==> src/rtl/cpu_run_monitor.sv <==
// rtl/cpu_run_monitor.sv - run-control / halt-detection monitor for the single-cycle MIPS core
// Optional RF-write signature register is built only when MON_RF_SIG_EN is defined.
module cpu_run_monitor #(
    parameter int          PC_W        = 32,
    parameter int          CNT_W       = 16,
    parameter int          MAX_CYCLES  = 200,
    parameter int          HALT_REPEAT = 4,
    parameter logic [31:0] HALT_INST   = 32'h0000000C,
    parameter int          RF_AW       = 5
) (
    input  logic             clk_i,
    input  logic             rst_i,
    input  logic             start_i,
    input  logic [PC_W-1:0]  pc_i,
    input  logic [31:0]      inst_i,
    input  logic             rf_we_i,
    input  logic [RF_AW-1:0] rf_waddr_i,
    input  logic [31:0]      rf_wdata_i,
    output logic             running_o,
    output logic             done_o,
    output logic             timeout_o,
    output logic [CNT_W-1:0] cycle_cnt_o,
    output logic [CNT_W-1:0] inst_cnt_o,
    output logic [PC_W-1:0]  halt_pc_o,
    output logic [31:0]      sig_o
);

    // same_cnt only needs to reach HALT_REPEAT-1 before the run freezes
    localparam int SC_W = (HALT_REPEAT > 2) ? $clog2(HALT_REPEAT) : 1;

    typedef enum logic [1:0] {
        S_IDLE,
        S_RUN,
        S_HALTED,
        S_TIMEOUT
    } state_t;

    state_t            state_q;
    logic              running_q;
    logic              done_q;
    logic              timeout_q;
    logic [CNT_W-1:0]  cycle_cnt_q;
    logic [CNT_W-1:0]  inst_cnt_q;
    logic [PC_W-1:0]   halt_pc_q;
    logic [PC_W-1:0]   pc_prev_q;
    logic              prev_vld_q;
    logic [SC_W-1:0]   same_cnt_q;

    logic              same_pc;
    logic              halt_det;
    logic              tmo_det;
    logic              inst_counts;

    always_comb begin
        same_pc     = prev_vld_q && (pc_i == pc_prev_q);
        halt_det    = (inst_i == HALT_INST) ||
                      (same_pc && (same_cnt_q == SC_W'(HALT_REPEAT - 2)));
        tmo_det     = !halt_det && ((cycle_cnt_q + CNT_W'(1)) == CNT_W'(MAX_CYCLES));
        inst_counts = (inst_i != 32'h0) && (inst_i != HALT_INST);
    end

    always_ff @(posedge clk_i or posedge rst_i) begin
        if (rst_i) begin
            state_q     <= S_IDLE;
            running_q   <= 1'b0;
            done_q      <= 1'b0;
            timeout_q   <= 1'b0;
            cycle_cnt_q <= '0;
            inst_cnt_q  <= '0;
            halt_pc_q   <= '0;
            pc_prev_q   <= '0;
            prev_vld_q  <= 1'b0;
            same_cnt_q  <= '0;
        end else begin
            case (state_q)
                S_RUN: begin
                    cycle_cnt_q <= cycle_cnt_q + CNT_W'(1);
                    if (inst_counts) begin
                        inst_cnt_q <= inst_cnt_q + CNT_W'(1);
                    end
                    pc_prev_q  <= pc_i;
                    prev_vld_q <= 1'b1;
                    same_cnt_q <= same_pc ? same_cnt_q + SC_W'(1) : '0;
                    // halt has priority over a coincident timeout
                    if (halt_det) begin
                        state_q   <= S_HALTED;
                        running_q <= 1'b0;
                        done_q    <= 1'b1;
                        halt_pc_q <= pc_i;
                    end else if (tmo_det) begin
                        state_q   <= S_TIMEOUT;
                        running_q <= 1'b0;
                        done_q    <= 1'b1;
                        timeout_q <= 1'b1;
                        halt_pc_q <= pc_i;
                    end
                end
                default: begin
                    if (start_i) begin
                        state_q     <= S_RUN;
                        running_q   <= 1'b1;
                        done_q      <= 1'b0;
                        timeout_q   <= 1'b0;
                        cycle_cnt_q <= '0;
                        inst_cnt_q  <= '0;
                        halt_pc_q   <= '0;
                        pc_prev_q   <= '0;
                        prev_vld_q  <= 1'b0;
                        same_cnt_q  <= '0;
                    end
                end
            endcase
        end
    end

    assign running_o   = running_q;
    assign done_o      = done_q;
    assign timeout_o   = timeout_q;
    assign cycle_cnt_o = cycle_cnt_q;
    assign inst_cnt_o  = inst_cnt_q;
    assign halt_pc_o   = halt_pc_q;

`ifdef MON_RF_SIG_EN
    logic [31:0] sig_q;

    always_ff @(posedge clk_i or posedge rst_i) begin
        if (rst_i) begin
            sig_q <= '0;
        end else if (state_q == S_RUN) begin
            if (rf_we_i && (rf_waddr_i != '0)) begin
                sig_q <= {sig_q[30:0], sig_q[31]} ^ rf_wdata_i ^
                         {{(32-RF_AW){1'b0}}, rf_waddr_i};
            end
        end else if (start_i) begin
            sig_q <= '0;
        end
    end

    assign sig_o = sig_q;
`else
    logic sig_unused;
    assign sig_unused = &{1'b0, rf_we_i, rf_waddr_i, rf_wdata_i};
    assign sig_o      = 32'h0;
`endif

endmodule

==> config.mk <==
export PLATFORM = sky130hd
export DESIGN_NAME = cpu_run_monitor
export DESIGN_NICKNAME = d
export VERILOG_FILES = /design/src/rtl/cpu_run_monitor.sv
export SDC_FILE = /design/constraint.sdc
export NUM_CORES = 1
export LEC_CHECK = 0
export CAP_MARGIN = 20
export CORE_ASPECT_RATIO = 0.9
export CORE_MARGIN = 2
export CORE_UTILIZATION = 45
export CTS_CLUSTER_SIZE = 28
export DETAILED_ROUTE_END_ITERATION = 8
export PLACE_DENSITY_LB_ADDON = 0.08
export SLEW_MARGIN = 20
export SYNTH_ARGS = -nofsm -noshare
export SYNTH_HDL_FRONTEND = slang
export SYNTH_SLANG_ARGS = --single-unit
==> constraint.sdc <==
create_clock -name clk_i -period 6.8 [get_ports clk_i]
set_input_delay 1.36 -clock clk_i [delete_from_list [all_inputs] [get_ports clk_i]]
set_output_delay 1.36 -clock clk_i [all_outputs]
set_load 0.01 [all_outputs]
After elaboration in Yosys (flattened, before gate mapping)
Index checks and enable logic that the tools add are counted.
{"block": "word_totals", "output_inout_bits": 99, "wordCells": 61, "rom_bits": 0, "register_bits": 104, "mem_bits_rw": 0, "mem_count": 0, "latchBits": 0}
{"block": "classes", "div": 0, "n_eq_ne": 10, "n_addsub": 3, "bitwise": 0, "mul": 0, "n_reduce_logical": 11, "magnitude_cmp": 0, "mux": 27, "shifts": 0}
{"op": "$mux W32", "count": 5}
{"op": "$mux W16", "count": 4}
{"op": "$add A16 B1 Y16 const B", "count": 2}
{"op": "$eq A32 B32 Y1", "count": 1}
{"op": "$eq A32 B4 Y1 const B", "count": 1}
{"op": "$ne A32 B4 Y1 const B", "count": 1}
{"op": "$reduce_bool A32 Y1", "count": 1}
{"op": "$eq A16 B8 Y1 const B", "count": 1}
{"op": "$mux W2", "count": 7}
{"op": "$mux W1", "count": 11}
{"op": "$ne A2 B2 Y1 const B", "count": 3}
{"op": "$logic_and A1 B1 Y1", "count": 4}
{"op": "$reduce_and A2 Y1", "count": 2}
{"op": "$ne A3 B3 Y1 const B", "count": 1}
{"op": "$reduce_and A3 Y1", "count": 1}
{"op": "$add A2 B1 Y2 const B", "count": 1}
{"op": "$eq A2 B1 Y1 const B", "count": 1}
{"op": "$eq A2 B2 Y1 const B", "count": 1}
{"op": "$reduce_bool A2 Y1", "count": 1}
{"op": "$logic_not A1 Y1", "count": 1}
{"op": "$logic_or A1 B1 Y1", "count": 1}

Logic depth before layout (Yosys ltp)
{"block": "logic_depth", "word_depth": 9, "mapped_depth": 9}

Worst setup path after synthesis
Ideal clock, no wire load.
{"block": "synth_path", "kind": "input-to-reg", "from": "in inst_i[26]", "to": "reg inst_cnt_q[10] (netlist: inst_cnt_o[10])", "setup_time_ns": 0.133, "setup_slack_ns": 3.695, "required_ns": 6.667, "arrival_ns": 2.972, "n_path_buf": 2, "cell_stages": 8, "cell_sequence": "nor4_1 > nand4_1 > o31ai_1 > clkbuf_1 > clkbuf_1 > nor2_1 > o21ai_0 > o41ai_1"}
{"block": "synth_via", "elab_chain_len": 4, "word_cells_on_any_way": 5, "classes_between": "2 x eq/ne; 3 x reduce/logical"}
{"element": "from (decl)", "line_no": "15", "rtl": "input logic [31:0] inst_i,"}
{"element": "$ne A32 B4 Y1 or $reduce_bool A32 Y1 (tied branches)", "line_no": "59", "rtl": "inst_counts = (inst_i != 32'h0) && (inst_i != HALT_INST);"}
{"element": "$logic_and A1 B1 Y1 (*)", "line_no": "59"}
{"element": "$ne A2 B2 Y1 (no line) (*)"}
{"element": "$reduce_and A2 Y1 (no line) (*)"}
{"element": "to (signal assigned)", "line_no": "79", "rtl": "inst_cnt_q <= inst_cnt_q + CNT_W'(1);"}
{"element": "to (decl)", "line_no": "43", "rtl": "logic [CNT_W-1:0] inst_cnt_q;"}
Every way passes the cells marked *; elsewhere a longest branch is shown, timed or not.
A chain may end at the register's enable or synchronous reset.

Final worst setup path
{"block": "layout_path", "from": "in pc_i[29]", "to": "reg halt_pc_q[11] (netlist: halt_pc_o[11])"}
{"block": "layout_via", "elab_chain_len": 8, "word_cells_on_any_way": 10, "classes_between": "2 x eq/ne; 2 x mux; 6 x reduce/logical"}
{"element": "from (decl)", "line_no": "14", "rtl": "input logic [PC_W-1:0] pc_i,"}
{"element": "$eq A32 B32 Y1 (*)", "line_no": "55", "rtl": "same_pc = prev_vld_q && (pc_i == pc_prev_q);"}
{"element": "$logic_and A1 B1 Y1 (*)", "line_no": "55"}
{"element": "$logic_and A1 B1 Y1 (*)", "line_no": "57", "rtl": "(same_pc && (same_cnt_q == SC_W'(HALT_REPEAT - 2)));"}
{"element": "$logic_or A1 B1 Y1 (*)", "line_no": "56", "rtl": "halt_det = (inst_i == HALT_INST) ||"}
{"element": "$logic_not A1 Y1", "line_no": "58", "rtl": "tmo_det = !halt_det && ((cycle_cnt_q + CNT_W'(1)) == CNT_W'(MAX_CYCLES));"}
{"element": "$logic_and A1 B1 Y1", "line_no": "58"}
{"element": "$ne A3 B3 Y1 (no line)"}
{"element": "$reduce_and A2 Y1 (no line)"}
{"element": "to (signal assigned)", "line_no": "89", "rtl": "halt_pc_q <= pc_i;"}
{"element": "to (signal assigned)", "line_no": "95", "rtl": "halt_pc_q <= pc_i;"}
{"element": "to (decl)", "line_no": "44", "rtl": "logic [PC_W-1:0] halt_pc_q;"}
Marks and branches as above.

==> metrics.txt <==
# TYPE chip_impl_metric gauge
chip_impl_metric{name="detail-route-antenna-nets",unit=""} 0
chip_impl_metric{name="grt_first_pass_wirelength",unit="um"} 21560
chip_impl_metric{name="synth.cell_area",unit="sq um"} 5305
chip_impl_info{name="start_point_of_the_critical_path",value="pc_i[29]"} 1
chip_impl_metric{name="flow.area_growth_from_synthesis",unit="%"} 30.54
chip_impl_metric{name="report.power.total",unit="mW"} 1.546
chip_impl_metric{name="detailed_place_hpwl",unit="um"} 9067
chip_impl_metric{name="rows",unit=""} 37
chip_impl_metric{name="power.share.sequential",unit=""} 0.485
chip_impl_metric{name="synth_edf_count",unit=""} 0
chip_impl_metric{name="post-place-ws",unit="ns"} 2.588
chip_impl_metric{name="tightest_slew",unit="ns"} 0.8705
chip_impl_metric{name="antenna_found_initial",unit=""} 0
chip_impl_metric{name="switching_power",unit="mW"} 0.4547
chip_impl_info{name="ctsRootBufferMaster",value="sky130_fd_sc_hd__clkbuf_16"} 1
chip_impl_metric{name="synth_top_cell_area_share",unit=""} 0.4858
chip_impl_metric{name="cts-buffers-inserted",unit=""} 9
chip_impl_info{name="tritoncts",value="yes"} 1
chip_impl_metric{name="stdcell_count",unit=""} 852
chip_impl_metric{name="fin_crit_sh",unit=""} 0.5601
chip_impl_metric{name="pin_count",unit=""} 204
chip_impl_metric{name="ys_seq_area_frac",unit=""} 0.4858
chip_impl_metric{name="peakVddDrop",unit="mV"} 0.1095
chip_impl_metric{name="postSynthCellCount",unit=""} 569
chip_impl_metric{name="postCtsSetupRepairBufs",unit=""} 0
chip_impl_metric{name="placement.io_buffers",unit=""} 133
chip_impl_metric{name="drcViolationCount",unit=""} 0
chip_impl_info{name="rsz0062_at_grt",value="no"} 1
chip_impl_info{name="critical_path.cell_chain",value="clkdlybuf4s50_1 > xor2_1 > nor4_1 > nand4_1 > nor4b_1 > a221oi_4 > buf_4 > mux2i_1"} 1
chip_impl_info{name="cp_max_delay_cell",value="sky130_fd_sc_hd__nor4b_1"} 1
chip_impl_metric{name="ff2ff_setup_slack",unit="ns"} 3.80
chip_impl_metric{name="drive_gt1_frac",unit=""} 0.04598
chip_impl_metric{name="slew_viol_final",unit=""} 0
chip_impl_metric{name="grt_pass1_vias",unit=""} 4300
chip_impl_metric{name="groute.layer.met1.usage",unit=""} 0.2650
chip_impl_metric{name="starting_density_of_the_core",unit=""} 0.4621
chip_impl_metric{name="detailedRoute.firstPassIterationCount",unit=""} 4
chip_impl_metric{name="drt_iter0_markers",unit=""} 222
chip_impl_info{name="synthDominantAreaCellType",value="sky130_fd_sc_hd__dfrtp_1"} 1
chip_impl_metric{name="place.detailed.instances",unit=""} 836
chip_impl_info{name="synth.top_cells.by_area",value="sky130_fd_sc_hd__dfrtp_1 49%, sky130_fd_sc_hd__nand2_1 11%, sky130_fd_sc_hd__mux2i_1 6.8%, sky130_fd_sc_hd__xor2_1 5.4%, sky130_fd_sc_hd__buf_4 4.7%"} 1
chip_impl_metric{name="combinationalPowerShare",unit=""} 0.208
chip_impl_metric{name="wirelength",unit="um"} 13080
chip_impl_metric{name="intPower",unit="mW"} 1.091
chip_impl_metric{name="fin_tns_setup",unit="ns"} 0
chip_impl_metric{name="grt_start_max_net_pins",unit=""} 63
chip_impl_metric{name="final_hold_viol_count",unit=""} 0
chip_impl_metric{name="grt_util_all_layers",unit=""} 0.2114
chip_impl_metric{name="critical_path_arrival",unit="ns"} 4.00
chip_impl_metric{name="die_y",unit="um"} 107.0
chip_impl_metric{name="path_max_fanout",unit=""} 34
chip_impl_metric{name="wire_length_per_cell_after_detailed_routing",unit="um"} 15.35
chip_impl_metric{name="total_leakage_power",unit="nW"} 3.208
chip_impl_metric{name="layout_min_cycle_time",unit="ns"} 3.808
chip_impl_metric{name="powerDensity",unit="nW/um^2"} 223.2
chip_impl_metric{name="nets",unit=""} 800
chip_impl_metric{name="rr_worst_depth",unit=""} 7
chip_impl_metric{name="post_cts.resized_instances",unit=""} 0
chip_impl_metric{name="design.die.area",unit="sq um"} 12670
chip_impl_metric{name="clk_latency",unit="ns"} 0.34
chip_impl_metric{name="maximum_clock_skew_at_final_layout",unit="ns"} 0.01160
chip_impl_info{name="criticalPathCategory",value="input pin to flip-flop"} 1
chip_impl_metric{name="globalRoute.totalOverflow",unit=""} 0
chip_impl_info{name="grt_busiest_layer",value="met2"} 1
chip_impl_metric{name="synth.yosys.warnings",unit=""} 0
chip_impl_metric{name="timing.critical_path.slowest_cell_delay",unit="ns"} 0.76
chip_impl_metric{name="clk_pin_slew_worst_paths",unit="ns"} 0.07
chip_impl_metric{name="clockBufferDepth",unit=""} 2
chip_impl_metric{name="clock-sinks",unit=""} 103
chip_impl_info{name="hold_path_class",value="flip-flop to flip-flop"} 1
chip_impl_metric{name="global_route.usage.met2",unit=""} 0.3551
chip_impl_info{name="timing.rr.start",value="cycle_cnt_o[2]"} 1
chip_impl_metric{name="number_of_antenna_cells_inserted",unit=""} 0
chip_impl_metric{name="routabilityCongestion",unit=""} 0.8387
chip_impl_info{name="critical_path.endpoint",value="halt_pc_o[11]"} 1
chip_impl_info{name="crit_path_start_kind",value="input pin"} 1
chip_impl_metric{name="netSwitchingFraction",unit=""} 0.2941
chip_impl_metric{name="holdWs",unit="ns"} 0.4876
chip_impl_metric{name="synth_cell_types",unit=""} 43
chip_impl_info{name="synth_flop_cell",value="sky130_fd_sc_hd__dfrtp_1"} 1
chip_impl_metric{name="timing.max_cap.violations",unit=""} 0
chip_impl_metric{name="ctsHoldBuffers",unit=""} 0
chip_impl_metric{name="worst-endpoint-required",unit="ns"} 7.00
chip_impl_metric{name="ys_async_sr_fraction",unit=""} 1.000
chip_impl_metric{name="vias_per_cell",unit=""} 5.093
chip_impl_info{name="critPathCaptureType",value="flip-flop"} 1
chip_impl_metric{name="routed-via-count",unit=""} 4339
chip_impl_metric{name="max_slew_margin_vs_limit",unit=""} 0.4183
chip_impl_metric{name="clockPowerShare",unit=""} 0.306
chip_impl_metric{name="horizontal_extent_of_the_die",unit="um"} 118.5
chip_impl_metric{name="avgSynthCellArea",unit="sq um"} 9.324
chip_impl_metric{name="max_freq",unit="MHz"} 262.6
chip_impl_metric{name="grtUsageMet3",unit=""} 0.06596
chip_impl_metric{name="final_setup_violating_endpoints",unit=""} 0
chip_impl_info{name="rr_endpoint",value="halt_pc_o[11]"} 1
chip_impl_metric{name="worst_slack",unit="ns"} 2.992
chip_impl_metric{name="core_box_area",unit="sq um"} 11480
chip_impl_metric{name="synth_seq_cells",unit=""} 103
chip_impl_metric{name="cts_max_level",unit=""} 3
chip_impl_info{name="result_of_the_run",value="finished clean"} 1
## area by class of cell
cell class / instances / area [sq um]
Multi-Input combinational cell: 432 / 2471
Inverter: 7 / 28.78
Fill cell: 1028 / 4556
Clock inverter: 4 / 31.28
Tap cell: 156 / 195.2
Timing Repair Buffer: 139 / 1389
Sequential cell: 103 / 2577
Clock buffer: 11 / 232.7
## per-stage QoR
| stage | area [sq um] | util |
|---|---|---|
| floorplan | 5421 | - |
| global placement | 6641 | 0.5785 |
| detailed placement | 6641 | 0.5785 |
| CTS | 6905 | 0.6015 |
| global route | 6925 | 0.6032 |
| finish | 6925 | 0.6032 |
## critical path: cells and delay by family
kind,cells,cell delay [ns]
buffers and inverters,2,0.80
xor gates and xnor gates,1,0.16
muxes,1,0.19
AOI/OAI and AO/OA,1,0.10
and+or+nand+nor,3,1.35
## synthesized netlist by cell type (2+ instances only)
cell                       number
sky130_fd_sc_hd__nand2_1      154
sky130_fd_sc_hd__dfrtp_1      103
sky130_fd_sc_hd__mux2i_1       36
sky130_fd_sc_hd__o21ai_0       34
sky130_fd_sc_hd__buf_4         33
sky130_fd_sc_hd__xor2_1        33
sky130_fd_sc_hd__nor2_1        31
sky130_fd_sc_hd__nor4_1        19
sky130_fd_sc_hd__clkbuf_1      17
sky130_fd_sc_hd__nand3_1       16
sky130_fd_sc_hd__xnor2_1       11
sky130_fd_sc_hd__nor3_1         9
sky130_fd_sc_hd__inv_1          7
sky130_fd_sc_hd__nand4_1        7
sky130_fd_sc_hd__a21oi_1        6
sky130_fd_sc_hd__o31ai_1        5
sky130_fd_sc_hd__and3_1         4
sky130_fd_sc_hd__buf_1          3
sky130_fd_sc_hd__buf_6          3
sky130_fd_sc_hd__ha_1           3
sky130_fd_sc_hd__o41ai_1        3
sky130_fd_sc_hd__or3_1          3
sky130_fd_sc_hd__and2_1         2
sky130_fd_sc_hd__buf_2          2
sky130_fd_sc_hd__nand2b_1       2
sky130_fd_sc_hd__nand3b_1       2
sky130_fd_sc_hd__nand4_2        2
sky130_fd_sc_hd__nor2b_1        2
sky130_fd_sc_hd__nor4_2         2
sky130_fd_sc_hd__nor4b_1        2
## routing by layer
metal  vias up  routed length, um
li1       2100                  -
met5         -                  0
met3        12               1016
met2       148               6300
met1      2079               5593
met4         0                165
## sequential cells by signal (all words and copies together) (netlist names)
| register | cells |
|---|---|
| cycle_cnt_o | 16 |
| halt_pc_o | 32 |
| inst_cnt_o | 16 |
| pc_prev_q | 32 |
| prev_vld_q | 1 |
| running_o | 1 |
| same_cnt_q | 2 |
| state_q | 2 |
| timeout_o | 1 |
## cells by family (layout without fill, tap and decap cells)
| logic type | after synthesis | count (layout) | synth area share |
|---|---|---|---|
| xor+xnor | 44 | 44 | 0.07264 |
| buf+inv | 65 | 161 | 0.07406 |
| compound gates | 54 | 54 | 0.06345 |
| fa+ha+maj | 3 | 3 | 0.007076 |
| other cells | 1 | 32 | 0.0007069 |
| flops | 103 | 103 | 0.4858 |
| mux | 36 | 36 | 0.06793 |
| simple gates | 263 | 263 | 0.2283 |
## worst min-delay path by stage
stage | start | endpoint | slack, ns | cells past startpoint
after floorplan | same_cnt_q[1] | same_cnt_q[1] | 0.45 | 2
after global placement | same_cnt_q[1] | same_cnt_q[1] | 0.47 | 2
after detailed placement | timeout_o | timeout_o | 0.48 | 2
after CTS | timeout_o | timeout_o | 0.49 | 2
after global routing | pc_prev_q[20] | pc_prev_q[20] | 0.52 | 2
final | same_cnt_q[0] | same_cnt_q[0] | 0.49 | 1
## power groups by stage
stage                     logic [mW]  registers (mW)  clock network, mW
after floorplan                0.155           0.762                  0
after global placement         0.317           0.758                  0
after detailed placement       0.323           0.762                  0
after CTS                      0.325           0.750              0.488
after global routing           0.354           0.765              0.512
final                          0.322           0.750              0.474
## cell usage in the layout (no fill, tap or decap), types with 3 or more instances in the layout
master | Yosys | layout
sky130_fd_sc_hd__dfrtp_1 | 103 | 103
sky130_fd_sc_hd__nor4_1 | 19 | 19
sky130_fd_sc_hd__nand2_1 | 154 | 154
sky130_fd_sc_hd__buf_4 | 33 | 5
sky130_fd_sc_hd__nor2_1 | 31 | 30
sky130_fd_sc_hd__conb_1 | 1 | 32
sky130_fd_sc_hd__nor3_1 | 9 | 9
sky130_fd_sc_hd__or3_1 | 3 | 3
sky130_fd_sc_hd__clkdlybuf4s50_1 | 0 | 133
sky130_fd_sc_hd__mux2i_1 | 36 | 36
sky130_fd_sc_hd__nand3_1 | 16 | 16
sky130_fd_sc_hd__ha_1 | 3 | 3
sky130_fd_sc_hd__and3_1 | 4 | 4
sky130_fd_sc_hd__clkbuf_16 | 0 | 9
sky130_fd_sc_hd__o31ai_1 | 5 | 4
sky130_fd_sc_hd__a21oi_1 | 6 | 6
sky130_fd_sc_hd__inv_1 | 7 | 6
sky130_fd_sc_hd__o41ai_1 | 3 | 3
sky130_fd_sc_hd__xor2_1 | 33 | 33
sky130_fd_sc_hd__xnor2_1 | 11 | 11
sky130_fd_sc_hd__o21ai_0 | 34 | 34
sky130_fd_sc_hd__nand4_1 | 7 | 7
No activity file was read; power rests on OpenSTA's default activity.
